File: config.mk
export PLATFORM = sky130hd
export DESIGN_NAME = mfsk_tone_sequencer
export DESIGN_NICKNAME = d
export VERILOG_FILES = /design/src/rtl/fm_pkg.sv /design/src/rtl/sym_fifo.sv /design/src/rtl/mfsk_tone_sequencer.sv
export SDC_FILE = /design/constraint.sdc
export NUM_CORES = 1
export LEC_CHECK = 0
export ABC_AREA = 0
export ABC_CLOCK_PERIOD_IN_PS = 8010
export CORE_UTILIZATION = 55
export CTS_BUF_LIST = sky130_fd_sc_hd__clkbuf_16
export CTS_CLUSTER_DIAMETER = 40
export DETAILED_ROUTE_END_ITERATION = 12
export DONT_BUFFER_PORTS = 1
export GPL_TIMING_DRIVEN = 0
export PLACE_DENSITY = 0.77
export SLEW_MARGIN = 40
export SYNTH_ARGS = -nofsm -noshare
export SYNTH_HDL_FRONTEND = slang
export SYNTH_SLANG_ARGS = --single-unit
File: constraint.sdc
create_clock -name clk -period 8.01 [get_ports clk]
set_input_delay 1.602 -clock clk [delete_from_list [all_inputs] [get_ports clk]]
set_output_delay 1.602 -clock clk [all_outputs]
set_load 0.05 [all_outputs]
File: src/rtl/fm_pkg.sv
// Shared types and default NCO phase words (50 MHz clock, 32-bit accumulator).
package fm_pkg;

    typedef enum logic {IDLE, SYMBOL} state_t;

    localparam logic [31:0] TONE_4M95 = 32'd425201762;
    localparam logic [31:0] TONE_5M   = 32'd429496730;
    localparam logic [31:0] TONE_5M05 = 32'd433791697;
    localparam logic [31:0] TONE_10M  = 32'd858993459;

endpackage

File: src/rtl/sym_fifo.sv
// Synchronous symbol FIFO; one extra pointer bit separates full from empty.
module sym_fifo #(
    parameter int WIDTH = 2,
    parameter int DEPTH = 8
) (
    input  logic                     clk,
    input  logic                     reset_n,
    input  logic                     wr_en,
    input  logic [WIDTH-1:0]         wr_data,
    input  logic                     rd_en,
    output logic [WIDTH-1:0]         rd_data,
    output logic                     empty,
    output logic                     full,
    output logic [$clog2(DEPTH):0]   level
);
    localparam int AW = $clog2(DEPTH);

    logic [WIDTH-1:0] mem [DEPTH];
    logic [AW:0]      wr_ptr, rd_ptr;
    logic             do_wr, do_rd;

    assign empty   = (wr_ptr == rd_ptr);
    assign full    = (wr_ptr[AW] != rd_ptr[AW]) && (wr_ptr[AW-1:0] == rd_ptr[AW-1:0]);
    assign level   = wr_ptr - rd_ptr;
    assign rd_data = mem[rd_ptr[AW-1:0]];
    assign do_wr   = wr_en && !full;
    assign do_rd   = rd_en && !empty;

    always_ff @(posedge clk) begin
        if (do_wr)
            mem[wr_ptr[AW-1:0]] <= wr_data;
    end

    always_ff @(posedge clk) begin
        if (!reset_n) begin
            wr_ptr <= '0;
            rd_ptr <= '0;
        end else begin
            if (do_wr) wr_ptr <= wr_ptr + 1'b1;
            if (do_rd) rd_ptr <= rd_ptr + 1'b1;
        end
    end

endmodule

File: src/rtl/mfsk_tone_sequencer.sv
// Buffered MFSK symbol sequencer: pops tone indices, holds each for a symbol
// period and drives an NCO phase increment, optionally slew-limited.
module mfsk_tone_sequencer
    import fm_pkg::*;
#(
    parameter int PHASE_WIDTH   = 32,
    parameter int NUM_TONES     = 4,
    parameter int SYMBOL_CYCLES = 50000,
    parameter int FIFO_DEPTH    = 8,
    parameter logic [PHASE_WIDTH-1:0] RAMP_STEP = PHASE_WIDTH'(1048576),
    parameter logic [PHASE_WIDTH-1:0] IDLE_WORD = PHASE_WIDTH'(TONE_5M),
    localparam int SYM_W = $clog2(NUM_TONES),
    localparam int LVL_W = $clog2(FIFO_DEPTH) + 1
) (
    input  logic                             clk,
    input  logic                             reset_n,
    input  logic [SYM_W-1:0]                 sym_i,
    input  logic                             sym_valid_i,
    output logic                             sym_ready_o,
    input  logic [NUM_TONES*PHASE_WIDTH-1:0] tone_table_i,
    input  logic                             ramp_en_i,
    output logic [PHASE_WIDTH-1:0]           phase_inc_o,
    output logic                             busy_o,
    output logic                             symbol_done_o,
    output logic [LVL_W-1:0]                 fifo_level_o
);
    localparam int CNT_W = $clog2(SYMBOL_CYCLES);

    state_t                  state_q, state_d;
    logic [CNT_W-1:0]        cnt_q, cnt_d;
    logic [PHASE_WIDTH-1:0]  target_q, target_d, phase_q, phase_d;
    logic [SYM_W-1:0]        fifo_head;
    logic                    fifo_empty, fifo_full, pop, last;
    logic [NUM_TONES-1:0][PHASE_WIDTH-1:0] tone_tab;

    assign tone_tab    = tone_table_i;
    assign sym_ready_o = !fifo_full;
    assign busy_o      = (state_q == SYMBOL);
    assign phase_inc_o = phase_q;
    assign last        = (cnt_q == CNT_W'(SYMBOL_CYCLES - 1));

    sym_fifo #(.WIDTH(SYM_W), .DEPTH(FIFO_DEPTH)) u_fifo (
        .clk     (clk),
        .reset_n (reset_n),
        .wr_en   (sym_valid_i && sym_ready_o),
        .wr_data (sym_i),
        .rd_en   (pop),
        .rd_data (fifo_head),
        .empty   (fifo_empty),
        .full    (fifo_full),
        .level   (fifo_level_o)
    );

    always_comb begin
        state_d       = state_q;
        cnt_d         = cnt_q;
        target_d      = target_q;
        pop           = 1'b0;
        symbol_done_o = 1'b0;
        case (state_q)
            IDLE: begin
                if (!fifo_empty) begin
                    pop      = 1'b1;
                    target_d = tone_tab[fifo_head];
                    cnt_d    = '0;
                    state_d  = SYMBOL;
                end else begin
                    target_d = IDLE_WORD;
                end
            end
            SYMBOL: begin
                if (!last) begin
                    cnt_d = cnt_q + 1'b1;
                end else begin
                    symbol_done_o = 1'b1;
                    cnt_d         = '0;
                    if (!fifo_empty) begin
                        pop      = 1'b1;
                        target_d = tone_tab[fifo_head];
                    end else begin
                        target_d = IDLE_WORD;
                        state_d  = IDLE;
                    end
                end
            end
            default: state_d = IDLE;
        endcase
    end

    // Slew toward the target being loaded this edge; distance is checked
    // before stepping so the add/subtract can never wrap or overshoot.
    always_comb begin
        phase_d = target_d;
        if (ramp_en_i) begin
            if (target_d >= phase_q)
                phase_d = (target_d - phase_q > RAMP_STEP) ? phase_q + RAMP_STEP : target_d;
            else
                phase_d = (phase_q - target_d > RAMP_STEP) ? phase_q - RAMP_STEP : target_d;
        end
    end

    always_ff @(posedge clk) begin
        if (!reset_n) begin
            state_q  <= IDLE;
            cnt_q    <= '0;
            target_q <= IDLE_WORD;
            phase_q  <= IDLE_WORD;
        end else begin
            state_q  <= state_d;
            cnt_q    <= cnt_d;
            target_q <= target_d;
            phase_q  <= phase_d;
        end
    end

endmodule

==> metrics <==
status=finished, final reports clean; max_cap viols=0; Vias=10550; max incr delay on CP=640 ps; Synth Area per Inst=7.700 um^2; post-route clock skew=12.91 ps; top-count cell post-synth=nand2_1; clk slew on worst S/H paths=90 ps; setup TNS=0 ps; Initial DRC Count=974; Overflow after GRT=0; Synth top area share=18.24%; crit path buf inv count=5; largest net degree at the start of global routing=23; Top FF cell, synth=dfxtp_1; maximum root-to-sink buffer count=2; Setup WS post-layout=375.3 ps; Chip Height=137.5 um; Avg Vias per Cell=6.785; worst slew pin tran=854.8 ps; final worst path period need=7635 ps; Synth top cells by count=nand2_1, nor2_1, a21oi_1; Crit Path Class=flip-flop to flip-flop; Initial Utilization=56.20%; Min-Delay Path Class=flip-flop to flip-flop; final setup fails=0; CP max FO=10; Avg WL per Cell=24.08 um; CTS tree=done; HP Start=target_q[11]; fraction of layout cells with a size suffix above 1=7.617%; ANT nets after route=0; Yosys top cell by area=dfxtp_1; Die Span X=137.5 um; delay-heaviest family, CP=compound AO/OA/AOI/OAI gates; worst-skew pair later-pin latency=360 ps; fill cell count=1709; RSZ-0062 raised after global routing=false; dpl ws=-618.7 ps; Core Area=0.01796 mm^2; die area=0.01890 mm^2; Num CTS Buffers=9; Seq cells post-synth=108; n_diodes=0; NumNets Final=1531; DP Wirelength=30730 um; Final Hold Viols=0; GRT Resource Usage Total=38.84%; site row count=49; Slew headroom=43.01%; EDFF count, synth=16; sequential-to-total area share from yosys stat=23.00%; IO buf count=0; cell count after synthesis=1311; crit-path cells=mux4_2, mux2i_2, clkbuf_1, clkbuf_1, nand2_1, a31oi_1, o22ai_2, inv_1, ha_1, buf_1, a21oi_1, o21ai_0, a221oi_2, nor2_1, or4_1, a2111oi_1, nand4_1, o31a_1, o31ai_4, buf_4, nor2_1, a211oi_2; crit end category=flip-flop; period utilisation layout=95.32%; clk sinks=108; R2R Setup Slk=380 ps; top area cells in the synthesized netlist=dfxtp_1, ha_1, nand2_1, a21oi_1, edfxtp_1; vias in the first global route=9633; area growth from synthesis to layout=6.780%; Net Count, Synth=1521; initial antenna violation count=0; DRC Markers=0; routability congestion estimate=1.001; Clock H-tree levels=3; Async S/R FF share, synth=0%; Critical Path Slowest Stage Cell=mux2i_2; clock root buffer=clkbuf_16; synth warn=0; synthesized cell area=0.01009 mm^2; WP data required=8280 ps; I/O pin cnt=173; drt total wl=37440 um; Cell variety after synth=84; Worst setup SP type=flip-flop; iteration count of the initial detailed-routing pass=5; f_max=131.0 MHz; final max-slew violation count=0; first-pass GRT wire length=54260 um; crit path DAT=7910 ps
-- sequential cells by signal (all words and copies together) (netlist names), named ones only --
name and flops:
busy_o 1, u_fifo.mem 16, target_q 32, u_fifo.wr_ptr 4, phase_inc_o 32, u_fifo.rd_ptr 4
cnt_q 16
-- per-layer routing --
| metal | routed length, um | GRT usage [%] |
|---|---|---|
| met5 | 0 | 0 |
| met4 | 1601 | 17.34 |
| met3 | 3443 | 8.830 |
| met2 | 17240 | 62.76 |
| met1 | 15150 | 49.09 |
-- final cells by class --
class	count	area, um^2	share of cell area [%]
multi-input cells	1046	7239	67.16
well taps	229	286.5	2.658
clock buffers	9	225.2	2.089
plain buffers	69	289.0	2.681
flip-flops and latches	108	2322	21.54
repair buffers	1	7.507	0.06965
clock inverters	7	86.33	0.8009
inverters	86	322.8	2.995
-- tightest hold or removal path, delay by kind of cell, from the launching register on --
| kind | cells | cell delay [ps] |
|---|---|---|
| AOI/OAI and AO/OA | 1 | 110 |
| DFF | 1 | 320 |
| and+or+nand+nor | 1 | 80 |
-- cell families after synthesis --
kind of cell               count (synthesis)  share of synthesized area (%)
buffers and inverters                    157                          6.011
and+or+nand+nor                          442                          20.76
muxes                                     43                          6.730
adders and majority gates                 76                          9.569
xor gates and xnor gates                  64                          5.553
DFF                                      108                          23.00
AOI/OAI and AO/OA                        421                          28.37
-- placed cells by master (no fill, tap or decap), types with 6 or more instances in the layout --
cell type,count
buf_2,6
a221oi_1,11
a21o_1,22
nand2b_1,6
or3_1,10
a221o_1,6
nand3_1,37
xnor2_1,38
a31oi_1,23
o31ai_1,11
nand2_1,138
clkbuf_1,49
mux2_2,9
a211oi_2,11
o21bai_1,11
ha_1,74
a22oi_1,19
xor2_1,24
a211o_1,7
edfxtp_1,16
and2_1,24
o22ai_1,13
nand4_1,27
or4_1,6
mux4_2,19
mux2i_1,14
inv_1,84
nor4_1,17
clkbuf_2,6
dfxtp_1,92
a21oi_1,101
o21ai_0,74
nor3_1,23
nor2_1,119
a211oi_1,27
clkbuf_16,9
o211ai_1,21
and3_1,11
-- metrics by stage --
stage	hold WS, ps	util (%)	std cells	area [um^2]
floorplan	466.6	-	1311	10090
global placement	482.1	57.79	1540	10380
detailed placement	514.5	57.90	1540	10400
CTS	526.4	59.82	1557	10750
global route	548.8	60.01	1555	10780
finish	534.4	60.01	1555	10780
-- worst paths after layout --
path / to / cells after the start
hold reg to reg: target_q[11] / 2
setup / recovery: phase_inc_o[18] / 22
setup reg to reg: phase_inc_o[18] / 22
hold / removal: target_q[11] / 2
-- what timing repair did --
item,in CTS,in global routing
gates resized for setup,8,18
pin swaps,1,1
setup buffers,1,0
endpoints found under the setup margin,32,32
hold buffers,0,0
Power is not shown: default switching activity piles up to over one toggle a cycle in this logic, so the estimate is an artifact.
